===== src/rtl/encrypt_pkg.sv =====
// rtl/encrypt_pkg.sv - shared types, sizing helpers and default-build constants for the LWE encrypt stream
package encrypt_pkg;

    typedef enum logic [1:0] {
        IDLE  = 2'd0,
        ACCUM = 2'd1,
        EMIT  = 2'd2
    } state_t;

    // Counter width that never collapses to zero bits, even for a range of one.
    function automatic int clog2_min1(input int value);
        return (value <= 2) ? 1 : $clog2(value);
    endfunction

    function automatic int row_width(input int dimension);
        return clog2_min1(dimension + 1);
    endfunction

    function automatic int beats_per_row(input int big_n, input int lanes);
        return (big_n + lanes - 1) / lanes;
    endfunction

    // Values for the default build (BIG_N=30, LANES=1, CW=10, PW=6, DIMENSION=1).
    localparam int BEATS       = beats_per_row(30, 1);
    localparam int SCALE_SHIFT = 10 - 6;
    localparam int ROW_W       = row_width(1);

endpackage


===== src/rtl/encrypt_lane_sum.sv =====
// rtl/encrypt_lane_sum.sv - masked sum of one public-key beat, reduced mod 2^CW
//
// Ports:
//   lane_data  : LANES entries, lane j at [j*CW +: CW]
//   lane_mask  : per-lane subset-select bit from the noise mask
//   lane_valid : per-lane flag, low for padding lanes past the end of a row
//   sum        : sum of selected, valid lanes modulo 2^CW
module encrypt_lane_sum #(
    parameter int LANES = 1,
    parameter int CW    = 10
) (
    input  logic [LANES*CW-1:0] lane_data,
    input  logic [LANES-1:0]    lane_mask,
    input  logic [LANES-1:0]    lane_valid,
    output logic [CW-1:0]       sum
);

    // Wide enough that the full adder chain never overflows before reduction.
    localparam int SUM_W = CW + $clog2(LANES + 1);

    logic [SUM_W-1:0] total;

    always_comb begin
        total = '0;
        for (int j = 0; j < LANES; j++) begin
            if (lane_mask[j] && lane_valid[j]) begin
                total = total + SUM_W'(lane_data[j*CW +: CW]);
            end
        end
    end

    assign sum = CW'(total % SUM_W'(2 ** CW));

endmodule


===== src/rtl/encrypt_stream.sv =====
// rtl/encrypt_stream.sv - streaming LWE encrypt: one request, DIMENSION+1 ciphertext rows
//
// Ports:
//   clk, rst_n                      : clock, asynchronous active-low reset
//   req_valid/req_ready             : request handshake (ready while idle)
//   req_plaintext, req_noise_select : message and per-entry subset mask
//   pk_valid/pk_ready/pk_data       : public-key beats, LANES entries each, row-major
//   ct_valid/ct_ready               : ciphertext element handshake
//   ct_data, ct_row, ct_last        : element value, its row, high on the final row
//   busy                            : request accepted and not yet fully emitted
module encrypt_stream
    import encrypt_pkg::*;
#(
    parameter int PLAINTEXT_MODULUS  = 64,
    parameter int PLAINTEXT_WIDTH    = 6,
    parameter int CIPHERTEXT_MODULUS = 1024,
    parameter int CIPHERTEXT_WIDTH   = 10,
    parameter int DIMENSION          = 1,
    parameter int BIG_N              = 30,
    parameter int LANES              = 1,
    parameter int ENCODE             = 0
) (
    input  logic                                  clk,
    input  logic                                  rst_n,
    input  logic                                  req_valid,
    output logic                                  req_ready,
    input  logic [PLAINTEXT_WIDTH-1:0]            req_plaintext,
    input  logic [BIG_N-1:0]                      req_noise_select,
    input  logic                                  pk_valid,
    output logic                                  pk_ready,
    input  logic [LANES*CIPHERTEXT_WIDTH-1:0]     pk_data,
    output logic                                  ct_valid,
    input  logic                                  ct_ready,
    output logic [CIPHERTEXT_WIDTH-1:0]           ct_data,
    output logic [row_width(DIMENSION)-1:0]       ct_row,
    output logic                                  ct_last,
    output logic                                  busy
);

    localparam int CW        = CIPHERTEXT_WIDTH;
    localparam int NUM_BEATS = beats_per_row(BIG_N, LANES);
    localparam int SHIFT     = CIPHERTEXT_WIDTH - PLAINTEXT_WIDTH;
    localparam int RW        = row_width(DIMENSION);
    localparam int BEAT_W    = clog2_min1(NUM_BEATS);

    state_t state, state_next;

    logic [PLAINTEXT_WIDTH-1:0] pt_q;
    logic [BIG_N-1:0]           mask_q;
    logic [CW-1:0]              acc;
    logic [BEAT_W-1:0]          beat_cnt;
    logic [RW-1:0]              row;

    logic [LANES-1:0] lane_mask;
    logic [LANES-1:0] lane_valid;
    logic [CW-1:0]    beat_sum;
    logic [CW-1:0]    msg_term;
    logic             last_beat;
    logic             last_row;

    assign last_beat = (beat_cnt == BEAT_W'(NUM_BEATS - 1));
    assign last_row  = (row == RW'(DIMENSION));

    // The message is folded into row 0 only; ENCODE scales it to the top of the q range.
    assign msg_term = (ENCODE != 0) ? (CW'(pt_q) << SHIFT) : CW'(pt_q);

    // Mask bits for the current beat; lanes beyond BIG_N on the final beat are padding.
    always_comb begin
        lane_mask = LANES'(mask_q >> (int'(beat_cnt) * LANES));
        for (int j = 0; j < LANES; j++) begin
            lane_valid[j] = ((int'(beat_cnt) * LANES + j) < BIG_N);
        end
    end

    encrypt_lane_sum #(
        .LANES (LANES),
        .CW    (CW)
    ) u_lane_sum (
        .lane_data  (pk_data),
        .lane_mask  (lane_mask),
        .lane_valid (lane_valid),
        .sum        (beat_sum)
    );

    always_ff @(posedge clk or negedge rst_n) begin
        if (!rst_n) begin
            state <= IDLE;
        end else begin
            state <= state_next;
        end
    end

    always_comb begin
        state_next = state;
        case (state)
            IDLE:    if (req_valid) state_next = ACCUM;
            ACCUM:   if (pk_valid && last_beat) state_next = EMIT;
            EMIT:    if (ct_ready) state_next = last_row ? IDLE : ACCUM;
            default: state_next = IDLE;
        endcase
    end

    always_comb begin
        req_ready = (state == IDLE);
        pk_ready  = (state == ACCUM);
    end

    always_ff @(posedge clk or negedge rst_n) begin
        if (!rst_n) begin
            pt_q     <= '0;
            mask_q   <= '0;
            acc      <= '0;
            beat_cnt <= '0;
            row      <= '0;
            ct_valid <= 1'b0;
            ct_data  <= '0;
            ct_row   <= '0;
            ct_last  <= 1'b0;
            busy     <= 1'b0;
        end else begin
            case (state)
                IDLE: begin
                    if (req_valid) begin
                        pt_q     <= req_plaintext;
                        mask_q   <= req_noise_select;
                        acc      <= '0;
                        beat_cnt <= '0;
                        row      <= '0;
                        busy     <= 1'b1;
                    end
                end
                ACCUM: begin
                    if (pk_valid) begin
                        if (last_beat) begin
                            ct_data  <= acc + beat_sum + ((row == '0) ? msg_term : '0);
                            ct_valid <= 1'b1;
                            ct_row   <= row;
                            ct_last  <= last_row;
                        end else begin
                            acc      <= acc + beat_sum;
                            beat_cnt <= beat_cnt + 1'b1;
                        end
                    end
                end
                EMIT: begin
                    if (ct_ready) begin
                        ct_valid <= 1'b0;
                        acc      <= '0;
                        beat_cnt <= '0;
                        if (last_row) begin
                            busy <= 1'b0;
                        end else begin
                            row <= row + 1'b1;
                        end
                    end
                end
                default: ;
            endcase
        end
    end

endmodule


===== config.mk =====
export PLATFORM = sky130hd
export DESIGN_NAME = encrypt_stream
export DESIGN_NICKNAME = d
export VERILOG_FILES = /design/src/rtl/encrypt_pkg.sv /design/src/rtl/encrypt_lane_sum.sv /design/src/rtl/encrypt_stream.sv
export SDC_FILE = /design/constraint.sdc
export NUM_CORES = 1
export LEC_CHECK = 0
export ABC_CLOCK_PERIOD_IN_PS = 7000
export CELL_PAD_IN_SITES_DETAIL_PLACEMENT = 1
export CELL_PAD_IN_SITES_GLOBAL_PLACEMENT = 2
export CORE_MARGIN = 4
export CORE_UTILIZATION = 37
export CTS_BUF_LIST = sky130_fd_sc_hd__clkbuf_8 sky130_fd_sc_hd__clkbuf_16
export CTS_CLUSTER_DIAMETER = 150
export CTS_CLUSTER_SIZE = 14
export DETAILED_ROUTE_END_ITERATION = 10
export GPL_TIMING_DRIVEN = 0
export PLACE_DENSITY = 0.89
export SLEW_MARGIN = 5
export SYNTH_ARGS = -nofsm -noshare
export SYNTH_HDL_FRONTEND = slang
export SYNTH_SLANG_ARGS = --single-unit

===== constraint.sdc =====
create_clock -name clk -period 7 [get_ports clk]
set_input_delay 0.7 -clock clk [delete_from_list [all_inputs] [get_ports clk]]
set_output_delay 0.7 -clock clk [all_outputs]
set_load 0.05 [all_outputs]

==> results of run 1 <==
[registers in the layout (all words and copies together) (netlist names)]
register  count
mask_q       30
acc          10
ct_data      10
pt_q          6
beat_cnt      5
state         2
busy          1
ct_last       1
ct_valid      1
last_row      1
[cell type report]
| class | instances | area (um^2) | area share |
|---|---|---|---|
| multi-input combinational | 231 | 1870 | 0.401 |
| sequential | 67 | 1680 | 0.360 |
| timing repair buffer | 66 | 658 | 0.141 |
| tap | 129 | 161 | 0.0347 |
| clock buffer | 9 | 124 | 0.0266 |
| buffer | 16 | 73.8 | 0.0159 |
| clock inverter | 7 | 61.3 | 0.0132 |
| inverter | 8 | 30.0 | 0.00646 |
[synth_stat cells, types with 3 or more instances]
| library cell | n | area share |
|---|---|---|
| o21ai_0 | 16 | 0.022 |
| nor2b_1 | 21 | 0.036 |
| ha_1 | 18 | 0.062 |
| a22o_1 | 7 | 0.017 |
| dfrtp_1 | 67 | 0.46 |
| mux2_2 | 39 | 0.12 |
| nor4_1 | 3 | 0.0052 |
| xnor2_1 | 13 | 0.031 |
| nor3_1 | 3 | 0.0041 |
| clkbuf_1 | 12 | 0.012 |
| nand3_1 | 6 | 0.0082 |
| a21o_1 | 4 | 0.0082 |
| mux2i_1 | 3 | 0.0082 |
| nand4_1 | 4 | 0.0069 |
| o22ai_1 | 3 | 0.0052 |
| nand3b_1 | 3 | 0.0062 |
| mux4_2 | 6 | 0.037 |
| inv_1 | 8 | 0.0082 |
| o21a_1 | 4 | 0.0082 |
| a21oi_1 | 15 | 0.021 |
| nor2_1 | 15 | 0.015 |
| xor2_1 | 7 | 0.017 |
| nand2_1 | 24 | 0.025 |
[worst max-delay path, stage by stage, from the launching register on]
cell and delay, ns:
dfrtp_1 0.45, buf_6 0.19, mux4_2 0.50, nand4_1 0.11
nand4_1 0.21, nor3_2 0.60, nor2b_1 0.20, ha_1 0.32
a21oi_1 0.29, inv_1 0.08, a21oi_1 0.18, xnor2_1 0.14
ha_1 0.35, nand2_1 0.06, o21ai_0 0.30, a21oi_1 0.16
nor4b_1 0.33, xor2_1 0.18, o21ai_1 0.07
[report_power, final]
| part | leakage (nW) | internal [W] | switching, W |
|---|---|---|---|
| combinational | 1.07 | 0.000518 | 0.000558 |
| clock | 0.105 | 0.000161 | 0.000146 |
| sequential | 0.825 | 0.000509 | 0.0000705 |
| total | 2.00 | 0.00119 | 0.000775 |
[stage by stage]
stage                      util  hold slack (ns)  instances  area [um^2]  worst slack (ns)
after detailed placement  0.474            0.480        517         4460              1.65
after CTS                 0.494            0.497        533         4650              1.63
after global routing      0.494            0.526        533         4650              1.58
final                     0.494            0.479        533         4650              2.14
after floorplan               -            0.404        322         3640              2.71
after global placement    0.474            0.474        517         4460              1.78
[worst max path at each step]
stage / start / end / slack (ns) / cells after the start
finish: beat_cnt[0] / ct_data[9] / 2.14 / 18
global route: beat_cnt[0] / ct_data[9] / 1.58 / 18
CTS: beat_cnt[0] / ct_data[9] / 1.63 / 18
detailed placement: beat_cnt[0] / ct_data[9] / 1.65 / 18
global placement: beat_cnt[0] / ct_data[9] / 1.78 / 18
floorplan: beat_cnt[0] / ct_data[9] / 2.71 / 18
[kinds of logic (layout without fill, tap and decap cells)]
group	count (synthesis)	count (layout)
flops	67	67
simple gates	87	87
buf+inv	24	106
compound gates	55	55
mux	48	48
fa+ha+maj	20	20
xor+xnor	21	21
[routing by layer]
layer / up-vias / routed length, um / GRT usage
met3: 13 / 399 / 0.0403
li1: 1297 / - / -
met5: - / 0 / 0
met1: 1337 / 3950 / 0.201
met2: 58 / 4480 / 0.291
met4: 0 / 125 / 0.0438
==> reports/metrics.cfg, run 1 <==
[status]
status=finished, final reports clean

[placement]
io_buffers=66
place_hpwl_mm=6.92
place_congestion=0.799

[synthesis]
seq_area_frac_synth=0.460
synth_compound_area_frac=0.0962
synth-adder-area-share=0.0728
syn_inst=322
synthMuxAreaShare=0.166
synthArstFlopShare=1.00
synth_xor_xnor_area_share=0.0543
synth-simple-area-share=0.122
synth_edf_count=0
synth_cell_type_count=39
synth_area_mm2=0.00364
ys_warn_count=0
synth_top_family_by_area=multiplexers
synthFlopType=dfrtp_1
ys_ff_latch=67
syn_nets=393
avgSynthCellArea_um2=11.3

[clocking]
clk_latency_ns=0.34
cts-resized-gates=0
htree_num_levels=3
cts_hold_buf=0
cts_setup_buffers=0
clock_sinks=67
cts_buffers=9
clock-root-buffer=clkbuf_8
cts_tree=yes
cts.clk_slew.worst_paths_ns=0.07
cts_buffer_depth=2

[grt]
grt_pass1_wl_mm=14.9
grt_max_degree=68
overflow=0
grt_pass1_vias=3010
antenna_found_initial=0
grtUsageTotal=0.165

[worst_setup_path]
start_kind=flop
endpoint_kind=flop
regToRegEndpoint=ct_data[9]
r2r_start=beat_cnt[0]
rr_worst_depth=18
crit_required_ns=7.21
critical_path_class=reg -> reg
critical_path_peak_fanout=10
cp.arrival_ns=5.08
regToRegSetupSlack_ns=2.14

[timing]
clock.fmax_mhz=206
fin_setup_tns_ns=0
tightestPinTransition_ns=0.850
setup_viol=0
relSlewSlack=0.434
period_share=0.695
hold_viol=0
clock_skew_ns=0.00995
period_needed_ns=4.86
rsz0062_at_grt=no
slew_violations=0

[floorplan]
start_util=0.387
ios=67
die_area_mm2=0.0115
row_count=35
die_y_um=107
die_w_um=107
core_area_mm2=0.00942

[detailed_routing]
vias=2705
drc_errors=0
routedWlPerCell_um=16.8
vias_per_cell=5.08
drt_iter0_markers=36
dr.pass1.iters=4
wl_mm=8.95
antenna_left=0

[power_and_ir_drop]
pwr_density_cell_mw_per_mm2=422
max-vdd-ir-drop_uv=149
p_leak_nw=2.00
power_w=0.00196

[final_layout]
layout.cells.most_common_list=dfrtp_1 (67), clkdlybuf4s50_1 (65), mux2_2 (39)
n_antenna_cell=0
drive_gt1_frac=0.163
nNetsFinal=470
final_common_cell=dfrtp_1
areaGrowthSynthToFinish_pct=27.7
fillers=1037

[run]
drv_cap=0

[worst_hold_path]
hold_class=in -> async

Note: power is estimated with default switching activity, not from simulation.
==> inputs of run 2 (changes only) <==
--- a/config.mk
+++ b/config.mk
@@ -5,17 +5,17 @@
 export SDC_FILE = /design/constraint.sdc
 export NUM_CORES = 1
 export LEC_CHECK = 0
-export ABC_CLOCK_PERIOD_IN_PS = 7000
+export ABC_CLOCK_PERIOD_IN_PS = 4200
 export CELL_PAD_IN_SITES_DETAIL_PLACEMENT = 1
 export CELL_PAD_IN_SITES_GLOBAL_PLACEMENT = 2
 export CORE_MARGIN = 4
-export CORE_UTILIZATION = 37
+export CORE_UTILIZATION = 31
 export CTS_BUF_LIST = sky130_fd_sc_hd__clkbuf_8 sky130_fd_sc_hd__clkbuf_16
 export CTS_CLUSTER_DIAMETER = 150
 export CTS_CLUSTER_SIZE = 14
 export DETAILED_ROUTE_END_ITERATION = 10
 export GPL_TIMING_DRIVEN = 0
-export PLACE_DENSITY = 0.89
+export PLACE_DENSITY = 0.8
 export SLEW_MARGIN = 5
 export SYNTH_ARGS = -nofsm -noshare
 export SYNTH_HDL_FRONTEND = slang
==> constraint.sdc (replaced) <==
create_clock -name clk -period 4.2 [get_ports clk]
set_input_delay 0.42 -clock clk [delete_from_list [all_inputs] [get_ports clk]]
set_output_delay 0.42 -clock clk [all_outputs]
set_load 0.05 [all_outputs]
==> reports/metrics.cfg, run 2 (synthesized netlist as in run 1, its figures left out) <==
[power_and_ir_drop]
pwr_density_cell_mw_per_mm2=815
p_leak_nw=2.16
max-vdd-ir-drop_uv=327
power_w=0.00421

[grt]
grt_max_degree=68
overflow=0
grtUsageTotal=0.144
antenna_found_initial=0
grt_pass1_vias=2960
grt_pass1_wl_mm=15.1

[worst_setup_path]
startpoint=beat_cnt[0]
cp_cell_sequence=buf_12, buf_4, or4_4, a31oi_4, nor3_4, buf_6, nor2b_2, ha_1, a21oi_2, inv_1, a21oi_1, xnor2_1, ha_1, a21o_1, a21o_1, a21oi_2, nor3_1, xnor2_1, o21ai_0
crit_required_ns=4.44
cp.arrival_ns=4.37
rr_worst_depth=19
crit_slowest_cell=or4_4
critical_path_peak_fanout=6
start_kind=flop
endpoint_kind=flop
cpPeakStageDelay_ns=0.55
endpoint=ct_data[8]
critical_path_class=reg -> reg
regToRegEndpoint=ct_data[8]
r2r_start=beat_cnt[0]
regToRegSetupSlack_ns=0.07

[detailed_routing]
dr.pass1.iters=4
drc_errors=0
antenna_left=0
drt_iter0_markers=117
wl_mm=9.49
vias=2743
routedWlPerCell_um=16.9
vias_per_cell=4.89

[timing]
setup_viol=0
clock.fmax_mhz=242
relSlewSlack=0.434
slew_violations=0
hold_viol=0
period_needed_ns=4.13
period_share=0.984
rsz0062_at_grt=yes
clock_skew_ns=0.00941
tightestPinTransition_ns=0.848

[run]
drv_cap=0

[floorplan]
die_w_um=116
start_util=0.318
row_count=39
ios=67
core_area_mm2=0.0115
die_area_mm2=0.0135
die_y_um=116

[final_layout]
fin_util=0.450
final_cell_count_no_fill=561
largest_reg_flops=30
areaGrowthSynthToFinish_pct=41.8
fillers=1243
drive_gt1_frac=0.261
largest_register=mask_q
n_antenna_cell=0
final_common_cell=dfrtp_1
nNetsFinal=484
reg_top3=mask_q x30, acc x10, ct_data x10
layout.cells.most_common_list=dfrtp_1 (66), clkdlybuf4s50_1 (65), mux2_2 (39)

[placement]
place_inst=531
place_congestion=0.776
place_hpwl_mm=6.67
io_buffers=66

[clocking]
cts_tree=yes
cts.clk_slew.worst_paths_ns=0.06
clock-root-buffer=clkbuf_16
clk_latency_ns=0.33
clock_sinks=67
htree_num_levels=3
cts_buffer_depth=2
cts_buffers=9

[worst_hold_path]
hold_class=in -> async

[status]
status=finished, final reports clean

## run 2: changes by cell type in the layout (fill, tap and decap cells not counted), moves of 3 or more
| cell | before | now |
|---|---|---|
| a21oi_1 | 15 | 8 |
| a21oi_2 | 0 | 6 |
| buf_4 | 2 | 16 |
| clkbuf_16 | 0 | 9 |
| clkbuf_8 | 9 | 0 |
| clkinv_2 | 3 | 0 |
| ha_1 | 18 | 13 |
| ha_4 | 0 | 5 |
## run 2: repair_timing
action | in CTS | in global routing
setup buffers | 6 | 8
setup endpoints to repair | 7 | 4
resized for setup | 18 | 26
cloned | 0 | 0
hold buffers | 0 | 0
pin swaps | 3 | 19
## run 2: through the flow
stage                     worst slack, ns  hold slack (ns)  setup TNS (ns)  cell area (um^2)
final                              0.0673            0.213               0              5160
after global routing              -0.0872            0.281          -0.173              5160
after CTS                          0.0125            0.248               0              4960
after detailed placement           -0.747            0.477           -3.34              4480
after global placement             -0.669            0.467           -2.96              4490
after floorplan                     0.106            0.124               0              3650
## run 2: power breakdown
group	internal (W)	switching [W]	total [W]	leakage, nW
combinational	0.00120	0.00116	0.00236	1.17
sequential	0.000850	0.000118	0.000968	0.824
clock	0.000585	0.000300	0.000886	0.167
## run 2: final cells by class
class / instances / area, um^2 / area share
Timing Repair Buffer: 80 / 767 / 0.149
Clock inverter: 7 / 124 / 0.0240
Buffer: 16 / 87.6 / 0.0170
Inverter: 8 / 30.0 / 0.00582
Tap cell: 143 / 179 / 0.0346
Multi-Input combinational cell: 231 / 2070 / 0.402
Sequential cell: 67 / 1680 / 0.325
Clock buffer: 9 / 225 / 0.0436
## run 2: worst min-delay path by stage
stage	from	end	slack, ns	cells past startpoint
after floorplan	rst_n	acc[0]	0.12	0
after global routing	rst_n	pt_q[1]	0.28	1
final	rst_n	pt_q[1]	0.21	1
after global placement	ct_data[4]	ct_data[4]	0.47	2
after CTS	rst_n	ct_data[2]	0.25	1
after detailed placement	ct_data[7]	ct_data[7]	0.48	2
## run 2: critical path, delay by kind of cell (launching register included)
| kind | cells | cell delay [ns] |
|---|---|---|
| adder cells (fa/ha/maj) | 2 | 0.61 |
| AND/OR/NAND/NOR | 4 | 0.86 |
| buffers and inverters | 4 | 0.50 |
| AO/OA/AOI/OAI | 7 | 1.28 |
| XOR/XNOR | 2 | 0.35 |
| flip-flops | 1 | 0.44 |
## run 2: layer usage
layer | share of wire | vias up | global-route usage
li1 | - | 1326 | -
met1 | 0.45 | 1345 | 0.184
met2 | 0.50 | 64 | 0.243
met3 | 0.042 | 8 | 0.0363
met4 | 0.0080 | 0 | 0.0387
met5 | 0 | - | 0
==> inputs of run 3 (changes only) <==
--- a/config.mk
+++ b/config.mk
@@ -6,6 +6,7 @@
 export NUM_CORES = 1
 export LEC_CHECK = 0
 export ABC_CLOCK_PERIOD_IN_PS = 4200
+export CAP_MARGIN = 20
 export CELL_PAD_IN_SITES_DETAIL_PLACEMENT = 1
 export CELL_PAD_IN_SITES_GLOBAL_PLACEMENT = 2
 export CORE_MARGIN = 4
==> results of run 3 <==
Same layout as run 2: the final DEF is identical, and so are final timing and power.
